<file path="config.mk">
export PLATFORM = sky130hd
export DESIGN_NAME = cmp_sort4_ctrl
export DESIGN_NICKNAME = d
export VERILOG_FILES = /design/src/rtl/cmp_sort4_ctrl.sv
export SDC_FILE = /design/constraint.sdc
export NUM_CORES = 1
export LEC_CHECK = 0
export BUFFER_PORTS_ARGS = -buffer_cell sky130_fd_sc_hd__buf_2
export CORE_ASPECT_RATIO = 2
export CORE_MARGIN = 2
export CORE_UTILIZATION = 35
export DETAILED_ROUTE_END_ITERATION = 10
export MAX_ROUTING_LAYER = met4
export SETUP_SLACK_MARGIN = 0.02
export SLEW_MARGIN = 25
export SYNTH_ARGS = -nofsm -noshare
export SYNTH_HDL_FRONTEND = slang
export SYNTH_SLANG_ARGS = --single-unit
export TNS_END_PERCENT = 10
</file>
<file path="constraint.sdc">
create_clock -name clk -period 6.1 [get_ports clk]
set_input_delay 0.305 -clock clk [delete_from_list [all_inputs] [get_ports clk]]
set_output_delay 0.305 -clock clk [all_outputs]
set_load 0.01 [all_outputs]
</file>
<file path="src/rtl/cmp_sort4_ctrl.sv">
// Sorts four 4-bit entries in place, ascending, by bubble sort.
// A single magnitude comparator is shared by every compare step.
module cmp_mag4 (
  input  logic [3:0] a,
  input  logic [3:0] b,
  output logic [2:0] gel
);
  assign gel = {a > b, a == b, a < b};
endmodule

module cmp_sort4_ctrl (
  input  logic        clk,
  input  logic        rst_n,
  input  logic        load,
  input  logic [1:0]  addr,
  input  logic [3:0]  din,
  input  logic        start,
  output logic        busy,
  output logic        done,
  output logic [15:0] data_out,
  output logic [2:0]  swaps,
  output logic [2:0]  cmp_r
);
  typedef enum logic [1:0] {IDLE, SORT, DONE} state_t;

  state_t          state;
  logic [3:0][3:0] e;
  logic [1:0]      i, pass;
  logic            swapped;
  logic [3:0]      left, right;
  logic [2:0]      gel;
  logic            last;

  always_comb begin
    left  = e[i];
    right = e[i + 2'd1];
  end

  cmp_mag4 u_cmp (.a(left), .b(right), .gel(gel));

  // The final compare index of a pass shrinks by one each pass.
  assign last     = (i == (2'd2 - pass));
  assign data_out = e;

  always_ff @(posedge clk) begin
    if (!rst_n) begin
      state   <= IDLE;
      e       <= '0;
      i       <= '0;
      pass    <= '0;
      swapped <= 1'b0;
      busy    <= 1'b0;
      done    <= 1'b0;
      swaps   <= '0;
      cmp_r   <= '0;
    end else begin
      case (state)
        IDLE: begin
          done <= 1'b0;
          if (load) e[addr] <= din;
          if (start) begin
            state   <= SORT;
            busy    <= 1'b1;
            swaps   <= '0;
            pass    <= '0;
            i       <= '0;
            swapped <= 1'b0;
          end
        end
        SORT: begin
          cmp_r <= gel;
          if (gel[2]) begin
            e[i]        <= right;
            e[i + 2'd1] <= left;
            swaps       <= swaps + 3'd1;
          end
          if (last) begin
            // A pass without any swap means the entries are already ordered.
            if (pass == 2'd2 || !(swapped || gel[2])) begin
              state <= DONE;
              busy  <= 1'b0;
              done  <= 1'b1;
            end else begin
              pass    <= pass + 2'd1;
              i       <= '0;
              swapped <= 1'b0;
            end
          end else begin
            i       <= i + 2'd1;
            swapped <= swapped | gel[2];
          end
        end
        DONE: begin
          done  <= 1'b0;
          state <= IDLE;
        end
        default: state <= IDLE;
      endcase
    end
  end
endmodule

</file>
==> impl_metrics.yaml, run 1 <==
outcome:
  outcome: "finished clean"
setup_path:
  worstReg2RegStart: "i[1]$_SDFFE_PN0P_"
  critPathTopFamily: "compound AO/OA/AOI/OAI gates"
  cp_slowest_stage_delay_ns: 0.78
  crit_start: "i[1]$_SDFFE_PN0P_"
  arrival_ns: 3.85
  cpMaxStageDelayCell: "a31oi_2"
  worstPathRequired_ns: 6.23
  critPathLaunchType: "register"
  crit_chain: "inv_1 > ha_1 > mux2_1 > mux2i_1 > ha_1 > nand4_1 > a22oi_1 > a31oi_2 > and2_4 > a311oi_2"
  end_kind: "register"
  path_class: "reg2reg"
  crit_buf_inv: 1
  critPathMaxFanout: 20
  cp_common_cell: "ha_1"
pwr:
  combPwrFrac_pct: 44.4
  powerDensity_mw_per_mm2: 343.8
  internal_power_uw: 546.4
  p_total_uw: 925.2
  pwr-share-clk_pct: 26.6
  power.leakage_uw: 0.001058
  seq_power_share_pct: 29.0
  swShare_pct: 40.94
  switchingPower_uw: 378.7
  vdd_drop_max_v: 0.0002065
global_route:
  grt-ovfl-total: 0
  antenna_found_initial: 0
  grt_first_pass_wirelength_mm: 12.07
  grt_max_degree: 33
  grt_usage_pct: 23.03
  grt_pass1_vias: 2282
clock_network:
  clkTransAtPathRegs_ns: 0.05
  holdBufCountCts: 0
  cts_made_buffers: 5
  cts_sinks: 31
  clk_latency_ns: 0.27
  h-tree-depth: 2
  cts_buffer_depth: 2
  cts_resized: 0
  post_cts_buffers: 0
  cts_tree: "built"
  cts-root-buf: "clkbuf_16"
sta:
  fin_tns_setup_ns: 0
  rsz0062_at_grt: "false"
  period_share_pct: 61.02
  relSlewSlack_pct: 36.70
  fin_skew_ns: 0.003019
  worst_slew_pin_slew_ns: 0.9465
  finalMaxSlewViolations: 0
  hold_violations: 0
  setup_violations: 0
  whs_ns: 0.3689
  fmax_mhz: 268.6
  fin_crit_ns: 3.722
logic_synthesis:
  synth_edf_count: 0
  synth_ff_type: "dfxtp_1"
  netlist_instances: 275
  syn_area_sq_mm: 0.002359
  synth_seq_area_share_pct: 26.31
  ys_ff_latch: 31
  synth_nets: 295
  yosysWarnings: 0
  async_flop_share_pct: 0
  syn_area_per_cell_sq_um: 8.576
  synth_cell_types: 49
floorplan:
  rows: 42
  die_w_um: 62.05
  start_util_pct: 35.90
  dieArea_sq_mm: 0.007451
  die_y_um: 120.1
  core_area_sq_mm: 0.006569
  io_pins: 34
detailed_routing:
  num_vias: 2324
  drt-wirelength-per-cell_um: 20.51
  dr.first_iter.drc_count: 210
  routed_via_density: 6.005
  firstDrtPassIters: 5
  wirelength_mm: 7.939
  drc: 0
  ant_nets: 0
finish:
  drive_above_1_share_pct: 23.08
  fin_nets: 319
  num_antenna_cells: 0
  area_growth_pct: 14.11
min_path:
  holdCritPathClass: "in2reg"
  hold_start: "rst_n"
run:
  maxCapViolCount: 0
place:
  io_buffer_count: 33
  hpwl_mm: 6.351
  routabilityCongestion: 1.003
[final cells by class]
type                            instances  area (sq um)
Timing Repair Buffer                   36         187.7
Clock buffer                            6         138.9
Clock inverter                          1         5.005
Tap cell                               88         110.1
Multi-Input combinational cell        219          1607
Fill cell                             678          3877
Sequential cell                        31         620.6
Inverter                                6         22.52
[flip-flops by register name (all words and copies together) (netlist names)]
register,count
data_out,16
state,2
swaps,3
done,1
i,2
cmp_r,3
swapped,1
busy,1
pass,2
[cell usage after synthesis (2+ instances only)]
master	count	share of area (%)
a32o_1	2	0.85
nor3_1	13	2.8
a41oi_1	3	1.1
nand3_1	9	1.9
nor2_1	15	2.4
a221oi_1	13	4.8
a31oi_1	7	1.9
nor2b_1	16	4.2
nand4_1	6	1.6
mux2_2	2	0.95
nand2_1	20	3.2
a22oi_1	4	1.3
and2_4	4	1.5
dfxtp_1	31	26
o21ai_0	4	0.85
a311oi_2	4	2.5
clkbuf_1	8	1.3
and2_1	7	1.9
a211oi_2	8	4.2
a211oi_1	4	1.3
buf_6	4	1.9
a211o_1	4	1.5
mux4_2	4	3.8
mux2i_1	4	1.7
a21oi_1	26	5.5
inv_1	4	0.64
ha_1	10	5.3
o21ai_1	6	1.3
mux2_1	6	2.9
buf_2	6	1.3
xnor2_1	2	0.74
o211a_1	2	0.85
[power groups by stage]
stage | logic, uW | registers [uW] | clock network (uW)
after floorplan | 308 | 271 | 0
after global placement | 406 | 272 | 0
after detailed placement | 411 | 272 | 0
after CTS | 412 | 267 | 250
after global routing | 456 | 270 | 258
final | 411 | 268 | 246
[routing by layer]
layer	routed length [um]	part of all wire [%]	track usage [%]
met1	2592	33	21.13
met2	4484	56	40.69
met3	292	3.7	3.125
met4	570	7.2	15.29
met5	0	0	-
[kinds of logic after synthesis]
family | share of synthesized area (%)
XOR/XNOR | 1.114
flip-flops | 26.31
AO/OA/AOI/OAI | 31.19
adder cells (fa/ha/maj) | 5.305
AND/OR/NAND/NOR | 21.17
multiplexers | 9.337
buffers and inverters | 5.570
[per-stage QoR]
step	util [%]	setup WS [ns]	area [sq um]	instances
2_1_floorplan	-	2.948	2359	275
3_3_place_gp	38.78	2.434	2547	380
3_5_place_dp	38.78	2.395	2547	380
4_1_cts	40.97	2.389	2691	387
5_1_grt	40.97	2.090	2691	387
6_report	40.97	2.378	2691	387
[cell usage in the layout, fill, tap and decap left out, types with 9 or more instances in the layout]
| master | instances |
|---|---|
| nor3_1 | 13 |
| nor2_1 | 15 |
| dfxtp_1 | 31 |
| a21oi_1 | 26 |
| a221oi_1 | 13 |
| buf_2 | 33 |
| nand2_1 | 20 |
| ha_1 | 10 |
| nor2b_1 | 16 |
| nand3_1 | 9 |
[worst paths after layout]
path | end | slack [ns] | cells after the start
worst max-delay path | data_out[12]$_SDFFE_PN0P_ | 2.38 | 10
worst min register to register | cmp_r[0]$_SDFFE_PN0P_ | 0.45 | 2
worst min-delay path | swaps[0]$_SDFFE_PN0P_ | 0.37 | 2
worst max register to register | data_out[12]$_SDFFE_PN0P_ | 2.38 | 10
[worst register-to-register path, delay by kind of cell, from the launching register on]
family | cells | cell delay (ns)
AND/OR/NAND/NOR | 2 | 0.52
buffers and inverters | 1 | 0.14
multiplexers | 2 | 0.60
adder cells (fa/ha/maj) | 2 | 0.82
flip-flops | 1 | 0.53
AO/OA/AOI/OAI | 3 | 0.98
(Power assumes the default switching activity.)
==> run 2, diff against run 1 <==
==> constraint.sdc (replaced) <==
create_clock -name clk -period 3.41 [get_ports clk]
set_input_delay 0.1705 -clock clk [delete_from_list [all_inputs] [get_ports clk]]
set_output_delay 0.1705 -clock clk [all_outputs]
set_load 0.01 [all_outputs]
==> impl_metrics.yaml, run 2 (synthesis results as in run 1) <==
setup_path:
  path_class: "reg2reg"
  r2r_cells: 11
  cp_slowest_stage_delay_ns: 0.46
  arrival_ns: 3.24
  cpMaxStageDelayCell: "ha_2"
  crit_chain: "clkinv_1 > ha_2 > mux2_1 > mux2i_1 > ha_1 > nor2b_1 > o211ai_2 > a31oi_2 > buf_4 > and2_4 > a311oi_2"
  end_kind: "register"
  critPathLaunchType: "register"
  worstPathRequired_ns: 3.60
  critPathMaxFanout: 20
  worst-path-stages: 11
  critPathTopFamily: "adder cells"
  crit_buf_inv: 2
global_route:
  grt_pass1_vias: 2291
  grt-ovfl-total: 0
  antenna_found_initial: 0
  grt_max_degree: 22
  grt_first_pass_wirelength_mm: 11.76
  grt_usage_pct: 22.02
sta:
  fin_crit_ns: 3.052
  whs_ns: 0.2320
  fin_skew_ns: 0.005999
  fin_tns_setup_ns: 0
  hold_violations: 0
  setup_violations: 0
  relSlewSlack_pct: 35.66
  rsz0062_at_grt: "false"
  period_share_pct: 89.51
  finalMaxSlewViolations: 0
  worst_slew_pin_slew_ns: 0.9651
  fmax_mhz: 327.6
finish:
  final_common_cell: "buf_2"
  drive_above_1_share_pct: 24.67
  num_antenna_cells: 0
  area_growth_pct: 15.54
  fillers: 671
  final_util_pct: 41.49
  fin_nets: 323
  final_cell_mix: "buf_2, dfxtp_1, a21oi_1, nand2_1, nor2b_1"
  largest_reg_flops: 16
  seqCellArea_sq_um: 620.6
  multi_input_area_sq_mm: 0.001609
floorplan:
  dieArea_sq_mm: 0.007451
  die_y_um: 120.1
  die_w_um: 62.05
  io_pins: 34
  rows: 42
  core_area_sq_mm: 0.006569
  start_util_pct: 35.90
detailed_routing:
  ant_nets: 0
  routed_via_density: 5.990
  wirelength_mm: 7.627
  drt-wirelength-per-cell_um: 19.46
  dr.first_iter.drc_count: 158
  num_vias: 2348
  drc: 0
  firstDrtPassIters: 4
place:
  io_buffer_count: 33
  hpwl_mm: 5.864
  routabilityCongestion: 0.9177
clock_network:
  post_cts_buffers: 0
  cts_buffer_depth: 2
  holdBufCountCts: 0
  cts_resized: 0
  cts_tree: "built"
  cts_sinks: 31
  clkTransAtPathRegs_ns: 0.06
  clk_latency_ns: 0.28
  h-tree-depth: 2
  cts-root-buf: "clkbuf_16"
  cts_made_buffers: 5
outcome:
  outcome: "finished clean"
run:
  maxCapViolCount: 0
pwr:
  p_total_uw: 1667
  power.leakage_uw: 0.001069
  powerDensity_mw_per_mm2: 611.8
  vdd_drop_max_v: 0.0002604
min_path:
  holdPathStages: 2
  holdCritPathClass: "in2reg"
-- run 2: per-stage QoR --
step                instance area (sq um)  worst slack [ns]  instances
detailed placement                   2577            0.3241        384
finish                               2725            0.3578        392
CTS                                  2723            0.2970        392
global route                         2725           0.09678        392
global placement                     2577            0.3726        384
floorplan                            2359            0.2585        275
-- run 2: area by class of cell --
class / count / area share (%)
well taps: 88 / 4.040
repair buffers: 40 / 7.989
flip-flops and latches: 31 / 22.77
multi-input cells: 219 / 59.04
clock buffers: 5 / 4.591
clock inverters: 3 / 0.7346
inverters: 6 / 0.8264
-- run 2: worst reg2reg max path, cell delays in order, from the launching register on --
cell and delay (ns):
dfxtp_1 0.33, clkinv_1 0.09, ha_2 0.46, mux2_1 0.45, mux2i_1 0.17, ha_1 0.26
nor2b_1 0.16, o211ai_2 0.30, a31oi_2 0.13, buf_4 0.22, and2_4 0.20, a311oi_2 0.20
-- run 2: worst paths after layout --
kind,to,slack [ns],from
max,data_out[8]$_SDFFE_PN0P_,0.36,i[0]$_SDFFE_PN0P_
min,swaps[0]$_SDFFE_PN0P_,0.23,rst_n
max reg2reg,data_out[8]$_SDFFE_PN0P_,0.36,i[0]$_SDFFE_PN0P_
min reg2reg,cmp_r[0]$_SDFFE_PN0P_,0.45,cmp_r[0]$_SDFFE_PN0P_
-- run 2: per-layer routing --
layer	track usage, %	share of wire (%)	vias to the layer above	routed length (um)
li1	-	-	1114	-
met1	21.90	34	1104	2592
met2	36.85	55	97	4213
met3	2.802	4.3	33	325
met4	15.69	6.5	0	496
met5	-	0	-	0
-- run 2: power breakdown --
group	total [uW]	internal, uW	switching, uW	leakage [uW]
combinational	755	288	467	0.000751
clock	443	269	175	0.0000658
sequential	469	417	52.0	0.000252
total	1670	973	694	0.00107
